File: config.mk
export PLATFORM = sky130hd
export DESIGN_NAME = fetch_ctrl
export DESIGN_NICKNAME = d
export VERILOG_FILES = /design/src/rtl/fetch_pkg.sv /design/src/rtl/fetch_skid_buf.sv /design/src/rtl/fetch_ctrl.sv
export SDC_FILE = /design/constraint.sdc
export NUM_CORES = 1
export LEC_CHECK = 0
export ABC_AREA = 0
export BUFFER_PORTS_ARGS = -buffer_cell sky130_fd_sc_hd__buf_2
export CAP_MARGIN = 0
export CELL_PAD_IN_SITES_DETAIL_PLACEMENT = 0
export CELL_PAD_IN_SITES_GLOBAL_PLACEMENT = 1
export CORE_MARGIN = 2
export CORE_UTILIZATION = 34
export CTS_BUF_LIST = sky130_fd_sc_hd__clkbuf_8
export DETAILED_ROUTE_END_ITERATION = 8
export GPL_TIMING_DRIVEN = 0
export PLACE_DENSITY = 0.8
export SETUP_SLACK_MARGIN = 0.15
export SYNTH_ARGS = -nofsm -noshare
export SYNTH_HDL_FRONTEND = slang
export SYNTH_HIERARCHICAL = 1
export SYNTH_SLANG_ARGS = --single-unit
File: constraint.sdc
create_clock -name clk -period 2.7 [get_ports clk]
set_input_delay 0.135 -clock clk [delete_from_list [all_inputs] [get_ports clk]]
set_output_delay 0.135 -clock clk [all_outputs]
set_load 0.005 [all_outputs]
File: src/rtl/fetch_pkg.sv
// Shared types and constants for the instruction-fetch sequencer.
// Imported by fetch_ctrl and fetch_skid_buf.
package fetch_pkg;

    localparam int PC_W = 32;
    localparam logic [PC_W-1:0] PC_STEP = 32'd4;
    localparam logic [31:0] NOP_INSTR = 32'h0000_0013;

    typedef enum logic [1:0] {
        IDLE,
        RUN,
        STALL
    } fetch_state_t;

    typedef struct packed {
        logic [PC_W-1:0] pc;
        logic [31:0]     instr;
    } fetch_ent_t;

endpackage

File: src/rtl/fetch_skid_buf.sv
// Two-entry fall-through skid buffer holding {pc, instr} between ROM and decode.
// Ports: clk, rst_n, flush; in_valid/in_pc/in_instr/in_ready; out_valid/out_ready/out_pc/out_instr.
module fetch_skid_buf
    import fetch_pkg::*;
(
    input  logic            clk,
    input  logic            rst_n,
    input  logic            flush,
    input  logic            in_valid,
    input  logic [PC_W-1:0] in_pc,
    input  logic [31:0]     in_instr,
    output logic            in_ready,
    output logic            out_valid,
    input  logic            out_ready,
    output logic [PC_W-1:0] out_pc,
    output logic [31:0]     out_instr
);

    fetch_ent_t ent_q [2];
    fetch_ent_t in_ent;
    fetch_ent_t head;
    logic [1:0] cnt_q;
    logic [1:0] cnt_d;
    logic [1:0] wp;
    logic       pop_s;
    logic       byp;
    logic       wr;

    assign in_ent = '{pc: in_pc, instr: in_instr};

    // An empty buffer passes the arriving word straight through.
    assign byp   = (cnt_q == 2'd0) & in_valid & out_ready;
    assign pop_s = (cnt_q != 2'd0) & out_ready;
    assign wr    = in_valid & ~byp;
    assign cnt_d = cnt_q - {1'b0, pop_s} + {1'b0, wr};
    assign wp    = cnt_q - {1'b0, pop_s};

    // Credit: room for one more word next cycle even if decode stalls.
    assign in_ready = (cnt_d <= 2'd1);

    assign head      = (cnt_q != 2'd0) ? ent_q[0] : in_ent;
    assign out_valid = (cnt_q != 2'd0) | in_valid;
    assign out_pc    = head.pc;
    assign out_instr = head.instr;

    always_ff @(posedge clk) begin
        if (!rst_n) begin
            cnt_q    <= 2'd0;
            ent_q[0] <= '{pc: '0, instr: NOP_INSTR};
            ent_q[1] <= '{pc: '0, instr: NOP_INSTR};
        end else begin
            cnt_q <= flush ? 2'd0 : cnt_d;
            if (pop_s) begin
                ent_q[0] <= ent_q[1];
            end
            if (wr) begin
                ent_q[wp[0]] <= in_ent;
            end
        end
    end

endmodule

File: src/rtl/fetch_ctrl.sv
// Instruction-fetch sequencer: owns the PC, drives the ROM, pairs words with PCs.
// Ports: clk, rst_n, fetch_en, redirect_valid/redirect_pc, rom_addr, rom_instr,
//        out_valid/out_ready/out_instr/out_pc, misalign_err.
// Define FETCH_SKID_EN to insert a 2-entry skid buffer before decode.
module fetch_ctrl
    import fetch_pkg::*;
#(
    parameter int              ADDR_W   = 10,
    parameter logic [PC_W-1:0] RESET_PC = 32'h0000_0000
) (
    input  logic              clk,
    input  logic              rst_n,
    input  logic              fetch_en,
    input  logic              redirect_valid,
    input  logic [PC_W-1:0]   redirect_pc,
    output logic [ADDR_W-1:0] rom_addr,
    input  logic [31:0]       rom_instr,
    output logic              out_valid,
    input  logic              out_ready,
    output logic [31:0]       out_instr,
    output logic [PC_W-1:0]   out_pc,
    output logic              misalign_err
);

    fetch_state_t    state_q;
    fetch_state_t    state_d;
    logic [PC_W-1:0] pc_q;
    logic [PC_W-1:0] resp_pc_q;
    logic            resp_v_q;
    logic            err_q;
    logic            issue;
    logic            hold;
    logic            keep_resp;

`ifdef FETCH_SKID_EN
    logic sk_space;

    fetch_skid_buf u_skid (
        .clk       (clk),
        .rst_n     (rst_n),
        .flush     (redirect_valid),
        .in_valid  (resp_v_q),
        .in_pc     (resp_pc_q),
        .in_instr  (rom_instr),
        .in_ready  (sk_space),
        .out_valid (out_valid),
        .out_ready (out_ready),
        .out_pc    (out_pc),
        .out_instr (out_instr)
    );

    // Every response lands in the buffer; issue waits for buffer room.
    assign hold      = ~sk_space;
    assign keep_resp = 1'b0;
    assign rom_addr  = pc_q[ADDR_W+1:2];
`else
    // Back-pressure holds the response and re-reads the same ROM word.
    assign hold      = resp_v_q & ~out_ready;
    assign keep_resp = hold;
    assign rom_addr  = hold ? resp_pc_q[ADDR_W+1:2] : pc_q[ADDR_W+1:2];
    assign out_valid = resp_v_q;
    assign out_pc    = resp_pc_q;
    assign out_instr = rom_instr;
`endif

    assign misalign_err = err_q;

    always_comb begin
        state_d = state_q;
        issue   = 1'b0;
        unique case (state_q)
            IDLE: begin
                if (fetch_en && !hold) begin
                    issue   = 1'b1;
                    state_d = RUN;
                end
            end
            RUN, STALL: begin
                if (hold) begin
                    state_d = STALL;
                end else if (fetch_en) begin
                    issue   = 1'b1;
                    state_d = RUN;
                end else begin
                    state_d = IDLE;
                end
            end
            default: state_d = IDLE;
        endcase
        // Redirect squashes everything and restarts from IDLE.
        if (redirect_valid) begin
            issue   = 1'b0;
            state_d = IDLE;
        end
    end

    always_ff @(posedge clk) begin
        if (!rst_n) begin
            state_q   <= IDLE;
            pc_q      <= RESET_PC;
            resp_pc_q <= RESET_PC;
            resp_v_q  <= 1'b0;
            err_q     <= 1'b0;
        end else begin
            state_q <= state_d;
            if (redirect_valid) begin
                pc_q     <= {redirect_pc[PC_W-1:2], 2'b00};
                resp_v_q <= 1'b0;
                if (redirect_pc[1:0] != 2'b00) begin
                    err_q <= 1'b1;
                end
            end else if (issue) begin
                pc_q      <= pc_q + PC_STEP;
                resp_v_q  <= 1'b1;
                resp_pc_q <= pc_q;
            end else if (!keep_resp) begin
                resp_v_q <= 1'b0;
            end
        end
    end

endmodule
==> out/metrics.cfg, run 1 <==
[routing]
vias_per_cell=5.17
wl_per_cell_um=14.2
ant_nets=0
dr.pass1.iters=5
dr.first_iter.drc_count=231
wirelength_um=10200
drc=0
num_vias=3694

[yosys]
synth-simple-area-share_pct=26.8
synth_adder_area_share_pct=1.10
syn_area_um2=3430
ys_ff_latch=64
synth_top_family_by_area=simple AND/OR/NAND/NOR gates
synth_top_area_share_pct=37.4
synth_warnings=6
synth-xor-area-share_pct=1.02
synth-compound-area-share_pct=21.1
synth-edff-count=0
netlist_instances=456
synthMuxAreaShare_pct=0
synthArstFlopShare_pct=0
netlist.top_cell.by_area=dfxtp_1
synth.avg_cell_area_um2=7.52
ys_seq_area_share_pct=37.4
synth-main-ff-cell=dfxtp_1
synth_cell_types=44
yosys-top-cells-area=dfxtp_1, nand2_1, buf_4

[floorplan]
design.portCount=145
die_width_um=104
die_height_um=104
die_area_um2=10900
core-area_um2=9770
initial_core_util_pct=35.1
rows=36

[run]
max_cap_violations=0

[cts]
cts-root-buf=clkbuf_8
cts_tree=yes
cts.sinks=64
htreeDepth=3
holdBufCountCts=0
cts_buffers=9
clk-insertion-delay-late_ns=0.34
cts_max_path_buffers=2
clk_pin_slew_ns=0.07

[timing]
fin_skew_ns=0.00769
max-slew-margin-rel_pct=39.8
slew_violations=0
tightest_slew_ns=0.896
hold_viol_final=0
post-route-min-period_ns=2.31
rsz0062_at_grt=no
timing.fmax_mhz=433
finalCritPeriodShare_pct=85.5
final.setup.tns_ns=0
setup_viol=0

[layout]
areaGrowthSynthToFinish_pct=26.1
antenna_cells=0
nFillCells=1029
nets=649
final_util_pct=44.2
layout-drive-gt1-share_pct=29.9

[critical_path]
cp_slowest_cell=clkbuf_1
cp.arrival_ns=2.56
regToRegSetupSlack_ns=0.39
r2r-end=pc_q[31]
end_kind=register
path_delay_family=simple AND/OR/NAND/NOR gates
critPathMaxStageDelay_ns=0.48
cp_max_fo=10
path_class=register to register
endpoint=pc_q[31]
rr_worst_depth=7
crit_chain=inv_1 -> ha_1 -> or2_2 -> nand4b_1 -> clkbuf_1 -> nor4_2 -> a211oi_1
startpoint=state_q[0]
cp-start-kind=register
r2r_start=state_q[0]
required_ns=2.95
path_buf_inv=2
path_depth=7

[pwr]
seq_power_share_pct=49.8
power_frac_clock_pct=35.3
p_switching_w=0.000589
intPower_w=0.00151
netSwitchingFraction_pct=28.0
leakage_nw=1.80
p_per_area_nw_per_um2=486
p_comb_share_pct=14.8
ir_drop_uv=167

[placed_design]
portBuffers=109
place_congestion=0.875
dp_hpwl_um=7610

[worst_hold_path]
min_path_type=primary input to register
holdPathStages=3

[global_routing]
grt_pass1_vias=3290
grt_max_degree=11
grt_use_total_pct=18.2
grt-ovfl-total=0
antenna_found_initial=0
grt_pass1_wl_um=16200

[run_status]
status=finished, final reports clean

==> power groups by stage <==
| stage | Sequential (W) | Combinational, W | Clock (W) |
|---|---|---|---|
| 3_5_place_dp | 0.00107 | 0.000313 | 0 |
| 3_3_place_gp | 0.00107 | 0.000309 | 0 |
| 4_1_cts | 0.00105 | 0.000315 | 0.000758 |
| 5_1_grt | 0.00105 | 0.000349 | 0.000797 |
| 2_1_floorplan | 0.00105 | 0.000192 | 0 |
| 6_report | 0.00105 | 0.000312 | 0.000742 |
==> flip-flops by register name, indices dropped and copies added (netlist names) <==
signal	flops
misalign_err	1
out_pc	30
out_valid	1
pc_q	30
state_q	2
==> logic make-up after synthesis <==
kind of cell	after synthesis
other	1
DFF	64
and+or+nand+nor	187
buffers and inverters	77
AOI/OAI and AO/OA	120
adders and majority gates	3
xor gates and xnor gates	4
==> cells in the final DEF (no fill, tap or decap), drive strengths merged, types with 2 or more instances in the layout <==
cell      n
a211o     2
a211oi    5
a21oi    37
a311oi    3
a31oi    18
and3      3
and4      2
buf     148
clkbuf   38
clkinv    2
conb      2
dfxtp    64
ha        3
inv      12
nand2   100
nand2b    2
nand3    14
nand4    15
nor2      8
nor2b     2
nor3      5
nor4      9
o211ai    3
o21ai    34
o311ai    2
o31a      2
o31ai     9
or2       2
or3      12
or4      10
xnor2     3
==> per-layer routing <==
metal  share of wire [%]  vias up  track usage (%)
li1                    -     1836                -
met1                  44     1681             24.2
met2                  47      165             29.9
met3                 8.2       12             2.94
met4                 1.2        0             6.18
met5                   0        -                0
==> through the flow <==
stage | area (um^2) | hold slack (ns) | cells | total power [W] | setup WS, ns
finish | 4320 | 0.0520 | 714 | 0.00210 | 0.392
global route | 4320 | 0.0474 | 714 | 0.00220 | 0.257
CTS | 4320 | 0.0474 | 714 | 0.00212 | 0.321
detailed placement | 4140 | 0.399 | 699 | 0.00138 | 0.332
global placement | 4140 | 0.390 | 699 | 0.00138 | 0.347
floorplan | 3430 | 0.286 | 457 | 0.00125 | 0.813
==> how the worst min path moves through the flow <==
stage / start / endpoint / slack [ns]
finish: redirect_pc[28] / pc_q[28] / 0.05
global route: redirect_pc[28] / pc_q[28] / 0.05
CTS: redirect_pc[28] / pc_q[28] / 0.05
detailed placement: redirect_pc[28] / pc_q[28] / 0.40
global placement: redirect_pc[28] / pc_q[28] / 0.39
floorplan: redirect_pc[28] / pc_q[28] / 0.29
==> final cells by class <==
cell class,instances,area [um^2],area share [%]
Multi-Input combinational cell,316,1730,39.9
Sequential cell,64,1280,29.6
Timing Repair Buffer,109,546,12.6
Buffer,66,389,9.00
Tap cell,133,166,3.85
Clock buffer,11,151,3.50
Inverter,11,41.3,0.955
Clock inverter,4,21.3,0.492
==> worst reg2reg max path: cells and delay by family (launching register included) <==
kind,cells,cell delay (ns)
flops,1,0.36
buf+inv,2,0.54
simple gates,3,0.77
fa+ha+maj,1,0.33
compound gates,1,0.24
==> cells in the mapped netlist, types with 2 or more instances <==
library cell	n
buf_4	37
dfxtp_1	64
nor3_1	5
nand4_1	14
a31oi_1	18
xnor2_1	3
nor2_1	8
nor2b_1	2
inv_1	11
a211oi_1	5
or4_1	10
or2_2	2
o211ai_1	3
nor4_1	9
nand3_1	14
o311ai_0	2
nand2b_1	2
nand2_1	100
o21ai_0	34
clkbuf_1	27
or3_2	3
or3_1	8
buf_2	2
o31a_2	2
a211o_1	2
o31ai_1	9
ha_1	3
a21oi_1	37
and3_1	3
a311oi_1	3
==> what timing repair did <==
action                                  CTS  global route
buffers inserted                          0             0
resized for setup                         0             1
endpoints found under the setup margin    0             2
Note: power is estimated with default switching activity, not from simulation.
==> run 2: changes to the inputs <==
--- a/config.mk
+++ b/config.mk
@@ -10,13 +10,16 @@
 export CAP_MARGIN = 0
 export CELL_PAD_IN_SITES_DETAIL_PLACEMENT = 0
 export CELL_PAD_IN_SITES_GLOBAL_PLACEMENT = 1
+export CORE_ASPECT_RATIO = 0.7
 export CORE_MARGIN = 2
 export CORE_UTILIZATION = 34
 export CTS_BUF_LIST = sky130_fd_sc_hd__clkbuf_8
 export DETAILED_ROUTE_END_ITERATION = 8
 export GPL_TIMING_DRIVEN = 0
 export PLACE_DENSITY = 0.8
+export REMOVE_ABC_BUFFERS = 1
 export SETUP_SLACK_MARGIN = 0.15
+export SKIP_LAST_GASP = 1
 export SYNTH_ARGS = -nofsm -noshare
 export SYNTH_HDL_FRONTEND = slang
 export SYNTH_HIERARCHICAL = 1
==> run 2 against run 1 <==
Compared with the run above: via count is 8.8% lower; global-route usage grew 1.8 points; routed wire length grew 5.4%; combinational power down 23%; critical path depth fell by 1; fmax grew 0.57%; sequential power is essentially flat; die area grew 0.12%; register-to-register slack is essentially flat; flip-flop and latch count did not move; critical path type unchanged.
==> out/metrics.cfg, run 2 (same netlist as run 1, synthesis figures left out) <==
[global_routing]
grt_pass1_wl_um=16300  ; +0.94%
grt_max_degree=52  ; +41
grt_use_total_pct=20.0  ; +1.8 points
antenna_found_initial=0  ; unchanged
grt_pass1_vias=2899  ; -12%
grt-ovfl-total=0  ; unchanged

[routing]
num_vias=3368  ; -8.8%
vias_per_cell=5.42  ; +4.8%
wl_per_cell_um=17.3  ; +21%
wirelength_um=10700  ; +5.4%
dr.first_iter.drc_count=231  ; unchanged
dr.pass1.iters=5  ; unchanged
drc=0  ; unchanged
ant_nets=0  ; unchanged

[cts]
holdBufCountCts=0  ; unchanged
cts_max_path_buffers=2  ; unchanged
cts-root-buf=clkbuf_8
clk-insertion-delay-late_ns=0.35  ; about the same
clk_pin_slew_ns=0.07  ; about the same
cts_buffers=9  ; unchanged
cts_tree=yes
htreeDepth=3  ; unchanged
cts.sinks=64  ; unchanged

[placed_design]
dp_hpwl_um=7470  ; -1.8%
place_area_um2=3640  ; -12%
dp_cells=601  ; -14%
place_congestion=0.830  ; -5.2%
portBuffers=78  ; -28%

[critical_path]
cp-start-kind=register
required_ns=2.93  ; -0.02 ns
path_class=register to register
end_kind=register
cp.arrival_ns=2.53  ; -0.03 ns
cp_max_fo=13  ; +3
regToRegSetupSlack_ns=0.41  ; about the same

[timing]
fin_skew_ns=0.00840  ; +0.000715 ns
slew_violations=0  ; unchanged
finalCritPeriodShare_pct=85.0  ; -0.48 points
timing.fmax_mhz=436  ; +0.57%
final.setup.tns_ns=0  ; unchanged
hold_viol_final=0  ; unchanged
tightest_slew_ns=1.11  ; +0.212 ns
hold_ws_ns=0.0439  ; -0.00811 ns
rsz0062_at_grt=no
post-route-min-period_ns=2.29  ; -0.0131 ns
max-slew-margin-rel_pct=26.0  ; -14 points
setup_viol=0  ; unchanged

[run]
max_cap_violations=0  ; unchanged

[layout]
fin_area_um2=3880  ; -10%
final_cell_count_no_fill=621  ; -13%
ff_latch_area_um2=1280  ; unchanged
areaGrowthSynthToFinish_pct=13.3
nets=560  ; -14%
layout-drive-gt1-share_pct=22.9  ; -7.0 points
nFillCells=1041  ; +1.2%
antenna_cells=0  ; unchanged
multi_input_area_um2=1730  ; unchanged
final_cell_mix=nand2_1, buf_2, dfxtp_1
layout_commonest_cell=nand2_1

[floorplan]
core-area_um2=9760  ; -0.15%
die_height_um=88  ; -16%
die_width_um=124  ; +19%
die_area_um2=10900  ; +0.12%
initial_core_util_pct=35.1  ; +0.054 points
design.portCount=145  ; unchanged
rows=30  ; -17%

[run_status]
status=finished, final reports clean

[pwr]
p_per_area_nw_per_um2=548  ; +13%
ir_drop_uv=304  ; +82%
leakage_nw=1.52  ; -15%

[worst_hold_path]
min_path_type=primary input to register

## run 2: area by class of cell
type | count | share of cell area [%]
clock inverters | 5 | 1.23
well taps | 128 | 4.13
multi-input cells | 316 | 44.5
clock buffers | 11 | 3.90
flip-flops and latches | 64 | 33.0
inverters | 11 | 1.16
repair buffers | 86 | 12.1
## run 2: final timing paths
kind | start | cells past startpoint | endpoint
worst max-delay path | state_q[1] | 6 | pc_q[27]
worst min register to register | misalign_err | 2 | misalign_err
worst max register to register | state_q[1] | 6 | pc_q[27]
worst min-delay path | redirect_pc[28] | 3 | pc_q[28]
## run 2: where the power goes
group / switching (W) / leakage, nW / internal, W
Sequential: 0.0000607 / 0.525 / 0.000993
Clock: 0.000367 / 0.112 / 0.000467
Combinational: 0.000140 / 0.881 / 0.000100
Total: 0.000567 / 1.52 / 0.00156
## run 2: through the flow
stage,utilization (%),setup slack (ns),total power [W]
3_3_place_gp,36.8,-2.73,0.00130
6_report,39.8,0.405,0.00213
3_5_place_dp,37.3,-0.639,0.00131
4_1_cts,39.3,0.249,0.00215
5_1_grt,39.8,0.225,0.00223
2_1_floorplan,-,-0.542,0.00119
## run 2: metal layers
layer	share of wire [%]	GRT usage, %	vias to the layer above
li1	-	-	1659
met1	50	28.1	1571
met2	40	26.9	134
met3	9.7	10.4	4
met4	0.60	3.58	0
met5	0	4.02	-
## run 2: worst max-delay path: stages, from the launching register on
cell     delay, ns
dfxtp_1       0.36
inv_1         0.05
ha_1          0.33
o21ba_2       0.18
nand3_1       0.41
or3_4         0.57
a211o_1       0.27
## run 2: timing repair
action,4_1_cts,5_1_grt
pin swaps,0,3
gates resized for setup,1,0
buffers inserted,0,4
endpoints found under the setup margin,30,17
